==> src/rtl/obi_wb_bridge.sv <==
// Single-outstanding bridge from a req/gnt/rvalid core memory port to a Wishbone-classic master.
// Captures the request on grant, holds the bus until ack/err or timeout, then returns one response.
module obi_wb_bridge #(
    parameter int ADDR_WIDTH     = 32,
    parameter int DATA_WIDTH     = 32,
    parameter int TIMEOUT_CYCLES = 255,
    parameter bit REG_RESP       = 1'b1
) (
    input  logic                      clk_i,
    input  logic                      rst_ni,
    input  logic                      req_i,
    output logic                      gnt_o,
    input  logic [ADDR_WIDTH-1:0]     addr_i,
    input  logic                      we_i,
    input  logic [DATA_WIDTH/8-1:0]   be_i,
    input  logic [DATA_WIDTH-1:0]     wdata_i,
    output logic                      rvalid_o,
    output logic [DATA_WIDTH-1:0]     rdata_o,
    output logic                      err_o,
    output logic                      cyc_o,
    output logic                      stb_o,
    output logic                      we_o,
    output logic [DATA_WIDTH/8-1:0]   wstrb_o,
    output logic [ADDR_WIDTH-1:0]     addr_o,
    output logic [DATA_WIDTH-1:0]     data_o,
    input  logic [DATA_WIDTH-1:0]     data_i,
    input  logic                      ack_i,
    input  logic                      err_i,
    output logic                      busy_o,
    output logic                      timeout_o
);
    localparam int BE_W  = DATA_WIDTH / 8;
    localparam int CNT_W = (TIMEOUT_CYCLES > 0) ? $clog2(TIMEOUT_CYCLES + 1) : 1;
    localparam logic [CNT_W-1:0] CNT_MAX  = CNT_W'(TIMEOUT_CYCLES);
    localparam logic [CNT_W-1:0] CNT_LAST = CNT_W'(TIMEOUT_CYCLES - 1);

    typedef enum logic [1:0] {S_IDLE, S_BUS, S_RESP} state_t;

    state_t                r_state;
    state_t                w_next;
    logic [ADDR_WIDTH-1:0] r_addr;
    logic                  r_we;
    logic [BE_W-1:0]       r_be;
    logic [DATA_WIDTH-1:0] r_wdata;
    logic [DATA_WIDTH-1:0] r_rdata;
    logic                  r_err;
    logic                  r_tmo;
    logic [CNT_W-1:0]      r_cnt;
    logic                  w_gnt;
    logic                  w_term;
    logic                  w_tmo_hit;

    // Grant is combinational from req; reset must mask it because the state alone cannot.
    assign w_gnt     = rst_ni && req_i && (r_state != S_BUS);
    assign w_term    = (r_state == S_BUS) && (ack_i || err_i);
    assign w_tmo_hit = (TIMEOUT_CYCLES != 0) && (r_state == S_BUS) && !(ack_i || err_i)
                       && (r_cnt == CNT_LAST);

    always_ff @(posedge clk_i or negedge rst_ni) begin
        if (!rst_ni) r_state <= S_IDLE;
        else         r_state <= w_next;
    end

    always_comb begin
        w_next = r_state;
        case (r_state)
            S_IDLE: if (w_gnt) w_next = S_BUS;
            S_BUS: begin
                if (w_term)         w_next = REG_RESP ? S_RESP : S_IDLE;
                else if (w_tmo_hit) w_next = S_RESP;
            end
            S_RESP:  w_next = w_gnt ? S_BUS : S_IDLE;
            default: w_next = S_IDLE;
        endcase
    end

    always_comb begin
        gnt_o     = w_gnt;
        busy_o    = (r_state != S_IDLE);
        cyc_o     = 1'b0;
        stb_o     = 1'b0;
        we_o      = 1'b0;
        wstrb_o   = '0;
        addr_o    = '0;
        data_o    = '0;
        rvalid_o  = 1'b0;
        rdata_o   = '0;
        err_o     = 1'b0;
        timeout_o = 1'b0;
        case (r_state)
            S_BUS: begin
                cyc_o   = 1'b1;
                stb_o   = 1'b1;
                we_o    = r_we;
                wstrb_o = r_be;
                addr_o  = r_addr;
                data_o  = r_wdata;
                if (!REG_RESP && w_term) begin
                    rvalid_o = 1'b1;
                    err_o    = err_i;
                    rdata_o  = (r_we || err_i) ? '0 : data_i;
                end
            end
            S_RESP: begin
                rvalid_o  = 1'b1;
                rdata_o   = r_rdata;
                err_o     = r_err;
                timeout_o = r_tmo;
            end
            default: ;
        endcase
    end

    always_ff @(posedge clk_i or negedge rst_ni) begin
        if (!rst_ni) begin
            r_addr  <= '0;
            r_we    <= 1'b0;
            r_be    <= '0;
            r_wdata <= '0;
            r_rdata <= '0;
            r_err   <= 1'b0;
            r_tmo   <= 1'b0;
            r_cnt   <= '0;
        end else begin
            if (w_gnt) begin
                r_addr  <= addr_i;
                r_we    <= we_i;
                r_be    <= be_i;
                r_wdata <= wdata_i;
                r_cnt   <= '0;
            end else if ((r_state == S_BUS) && !w_term && (r_cnt != CNT_MAX)) begin
                r_cnt <= r_cnt + CNT_W'(1);
            end
            // Error wins over ack, and write/error responses never carry bus data.
            if (w_term) begin
                r_rdata <= (r_we || err_i) ? '0 : data_i;
                r_err   <= err_i;
                r_tmo   <= 1'b0;
            end else if (w_tmo_hit) begin
                r_rdata <= '0;
                r_err   <= 1'b1;
                r_tmo   <= 1'b1;
            end
        end
    end

endmodule

==> config.mk <==
export PLATFORM = sky130hd
export DESIGN_NAME = obi_wb_bridge
export DESIGN_NICKNAME = d
export VERILOG_FILES = /design/src/rtl/obi_wb_bridge.sv
export SDC_FILE = /design/constraint.sdc
export NUM_CORES = 1
export LEC_CHECK = 0
export ABC_CLOCK_PERIOD_IN_PS = 5520
export BUFFER_PORTS_ARGS = -buffer_cell sky130_fd_sc_hd__buf_4
export CAP_MARGIN = 40
export CORE_MARGIN = 4
export CORE_UTILIZATION = 51
export DETAILED_ROUTE_END_ITERATION = 8
export GPL_TIMING_DRIVEN = 0
export HOLD_SLACK_MARGIN = 0.08
export PLACE_DENSITY = 0.92
export REMOVE_ABC_BUFFERS = 1
export SYNTH_ARGS = -nofsm -noshare
export SYNTH_HDL_FRONTEND = slang
export SYNTH_SLANG_ARGS = --single-unit
==> constraint.sdc <==
create_clock -name clk_i -period 5.52 [get_ports clk_i]
set_input_delay 1.104 -clock clk_i [delete_from_list [all_inputs] [get_ports clk_i]]
set_output_delay 1.104 -clock clk_i [all_outputs]
set_load 0.05 [all_outputs]
==> summary.txt <==
Power
  – Maximum vdd ir drop: 192 uV
  – Ratio of total power to cell area: 356 mW/mm^2
  – P_leak: 4.04 nW

Final layout
  – Final #Nets: 856
  – Share of cells above drive strength 1: 0.342
  – Footprint of the flip-flops and latches: 0.00283 mm^2
  – N_diodes: 0
  – Area growth from synthesis to layout: 47.4%
  – Number of filler cells placed in the layout: 572
  – Post-route cell area: 0.00738 mm^2
  – Post-route non-filler standard cell count: 889
  – Multi-input gate area: 0.00205 mm^2

Clocking
  – Setup fix buffers added after clock tree synthesis: 0
  – Sinks on the clock net: 113
  – Number of resized instances in the post-cts repair step: 0
  – TritonCTS clock tree: yes
  – Number of hold-repair buffers added at the cts stage: 0
  – Clock-pin slew reported for the worst setup and hold paths after clock tree synthesis: 0.05 ns
  – CTS Buffer Depth: 2
  – CTS Buf Count: 17
  – Number of H-tree levels: 4
  – CTS Root Buffer Type: clkbuf_8
  – Latest clock arrival within the worst-skew pair: 0.50 ns

Worst hold path
  – Hold Crit Class: flop to flop

Detailed routing
  – Detailed-routing iteration count for the pre-antenna-repair pass: 4
  – DRC marker count from the first detailed-route iteration: 240
  – Via count normalized by instance count: 5.09
  – Post-detailed-route wirelength per cell: 15.7 um
  – Number of DRC violations after detailed routing: 0
  – Final Routed Wirelength: 14000 um
  – Residual antenna-violating net count after detailed routing: 0
  – Via count: 4524

Yosys
  – Synth top area share: 0.565
  – Sequential area share after synthesis: 0.565
  – Ranking of synthesized cells by area: dfrtp_1 56%, nand2_1 16%, and2_1 13%, a22o_1 5.6%, clkbuf_1 1.6%
  – Post-Synthesis Cell Area: 0.00501 mm^2
  – Instance count of the mapped netlist: 541
  – Post-synth EDFFs: 0
  – Ys async rst share: 1.00
  – FF+latch count, synth: 113
  – Synthesis Warnings: 0
  – Ys flop type: dfrtp_1
  – Number of distinct standard cells referenced by the synthesized netlist: 31
  – Synthesized area divided by synthesized cell count: 9.25 um^2
  – Cell type with the largest total area after synthesis: dfrtp_1

Global routing
  – First-pass GRT wire length: 23000 um
  – Maximum number of pins on one net before global-route repair: 76
  – Total Routing Usage GR: 0.250
  – Remaining global-route overflow: 0
  – Via count of the first global-routing pass: 4650
  – Antenna violations before repair: 0

Floorplan
  – Die footprint: 0.0115 mm^2
  – Horizontal die dimension: 107 um
  – Placement Rows: 35
  – Vertical die dimension: 107 um
  – Starting Density: 0.532
  – Top-level I/O count: 214
  – Core outline area: 0.00942 mm^2

Placed design
  – Half-perimeter wire length after detailed placement: 9980 um
  – # port buffers: 213
  – Cell area after placement: 0.00677 mm^2
  – Final weighted congestion of routability-driven global placement: 0.759
  – Total placed cells including tap cells: 858

Worst setup path
  – Critical Path Fanout Max: 75
  – CP endpoint kind: output pin
  – Kind of critical path: input port to output pin
  – Endpoint required time on the critical path: 4.42 ns
  – Arrival time of the worst setup path: 3.60 ns
  – Startpoint type of the worst setup path: input port

Timing
  – Unrepaired setup endpoints after global routing: no
  – Number of setup violations in the final report: 0
  – Maximum clock rate: 212 MHz
  – Minimum clock period: 4.71 ns
  – Final clock period utilization by the worst path: 0.853
  – Number of endpoints with negative hold slack in the final report: 0
  – Total Negative Setup Slacks: 0 ns
  – Headroom to the max-slew limit: 0.437
  – Post-Route Skew: 0.0106 ns
  – Transition time of the tightest slew-check pin: 0.844 ns
  – Smallest hold slack: 0.463 ns
  – Number of max-slew violations in the final report: 0

Job
  – Max-cap violation count: 0

Outcome
  – Status: complete, no violations
[through the flow]
| step | utilization | worst slack [ns] | power, mW |
|---|---|---|---|
| after floorplan | - | 0.673 | 1.32 |
| after global placement | 0.705 | -2.50 | 1.50 |
| after detailed placement | 0.719 | 0.751 | 1.53 |
| after CTS | 0.784 | 0.765 | 2.65 |
| after global routing | 0.784 | 0.455 | 2.75 |
| final | 0.784 | 0.812 | 2.62 |
[sequential cells by signal, summed over array words and instances, names as in the netlist]
| name | cells |
|---|---|
| r_err | 1 |
| r_rdata | 32 |
| r_tmo | 1 |
| r_be | 4 |
| r_wdata | 32 |
| r_state | 2 |
| r_cnt | 8 |
| r_we | 1 |
| r_addr | 32 |
[cells in the final DEF (no fill, tap or decap), types with 5 or more instances in the layout]
cell         n
and2_1     103
clkbuf_16   16
a22o_1      32
clkinv_2     5
buf_4      215
nand2_1    213
nor2_1       5
dfrtp_1    113
[cell families (layout without fill, tap and decap cells)]
| kind of cell | Yosys count | count (layout) | share of synthesized area |
|---|---|---|---|
| AO/OA/AOI/OAI | 46 | 46 | 0.0747 |
| XOR/XNOR | 3 | 3 | 0.00525 |
| adder cells (fa/ha/maj) | 2 | 2 | 0.00500 |
| buffers and inverters | 38 | 257 | 0.0300 |
| flip-flops | 113 | 113 | 0.565 |
| AND/OR/NAND/NOR | 339 | 339 | 0.320 |
[worst paths after layout]
path | endpoint | cells after the start | from | slack [ns]
min in group asynchronous | r_addr[18]$_DFFE_PN0P_ | 1 | rst_ni | 0.63
setup / recovery | gnt_o | 4 | rst_ni | 0.81
hold / removal | r_addr[28]$_DFFE_PN0P_ | 2 | r_addr[28]$_DFFE_PN0P_ | 0.46
setup reg to reg | r_wdata[1]$_DFFE_PN0P_ | 6 | r_state[1]$_DFFE_PN0P_ | 2.84
max in group asynchronous | r_be[2]$_DFFE_PN0P_ | 2 | rst_ni | 4.15
hold reg to reg | r_addr[28]$_DFFE_PN0P_ | 2 | r_addr[28]$_DFFE_PN0P_ | 0.46
[per-layer routing]
| metal | GRT usage | routed length [um] | up-vias |
|---|---|---|---|
| met3 | 0.0734 | 1360 | 20 |
| met4 | 0.0886 | 242 | 0 |
| met1 | 0.323 | 5650 | 2153 |
| met2 | 0.402 | 6740 | 219 |
| met5 | 0 | 0 | - |
| li1 | - | - | 2132 |
[cell type report]
| cell class | instances | share of cell area |
|---|---|---|
| flip-flops and latches | 113 | 0.383 |
| multi-input cells | 390 | 0.278 |
| repair buffers | 220 | 0.232 |
| clock buffers | 20 | 0.0604 |
| clock inverters | 11 | 0.0219 |
| well taps | 129 | 0.0219 |
| inverters | 6 | 0.00305 |
[Yosys cell counts, types with 2 or more instances]
cell type	count
clkbuf_1	22
o31ai_1	3
o21ai_0	4
and2_1	103
buf_1	6
or4b_4	2
ha_1	2
inv_2	2
buf_2	3
o211ai_1	3
nand3_1	5
inv_1	4
dfrtp_1	113
nor2_1	5
nand2b_1	2
a22o_1	32
nand2_1	213
o2111ai_1	2
xor2_1	3
[power by group]
group          switching, mW  leakage, nW  internal (mW)
Clock                  0.355        0.300          0.750
Combinational          0.314         2.28          0.191
Sequential            0.0645         1.45          0.950
Total                  0.734         4.04           1.89
[critical path, cell delays in order]
cell and delay (ns):
buf_4 0.50, nand3_4 0.77, inv_2 0.83, buf_4 0.32
(Power assumes the default switching activity.)
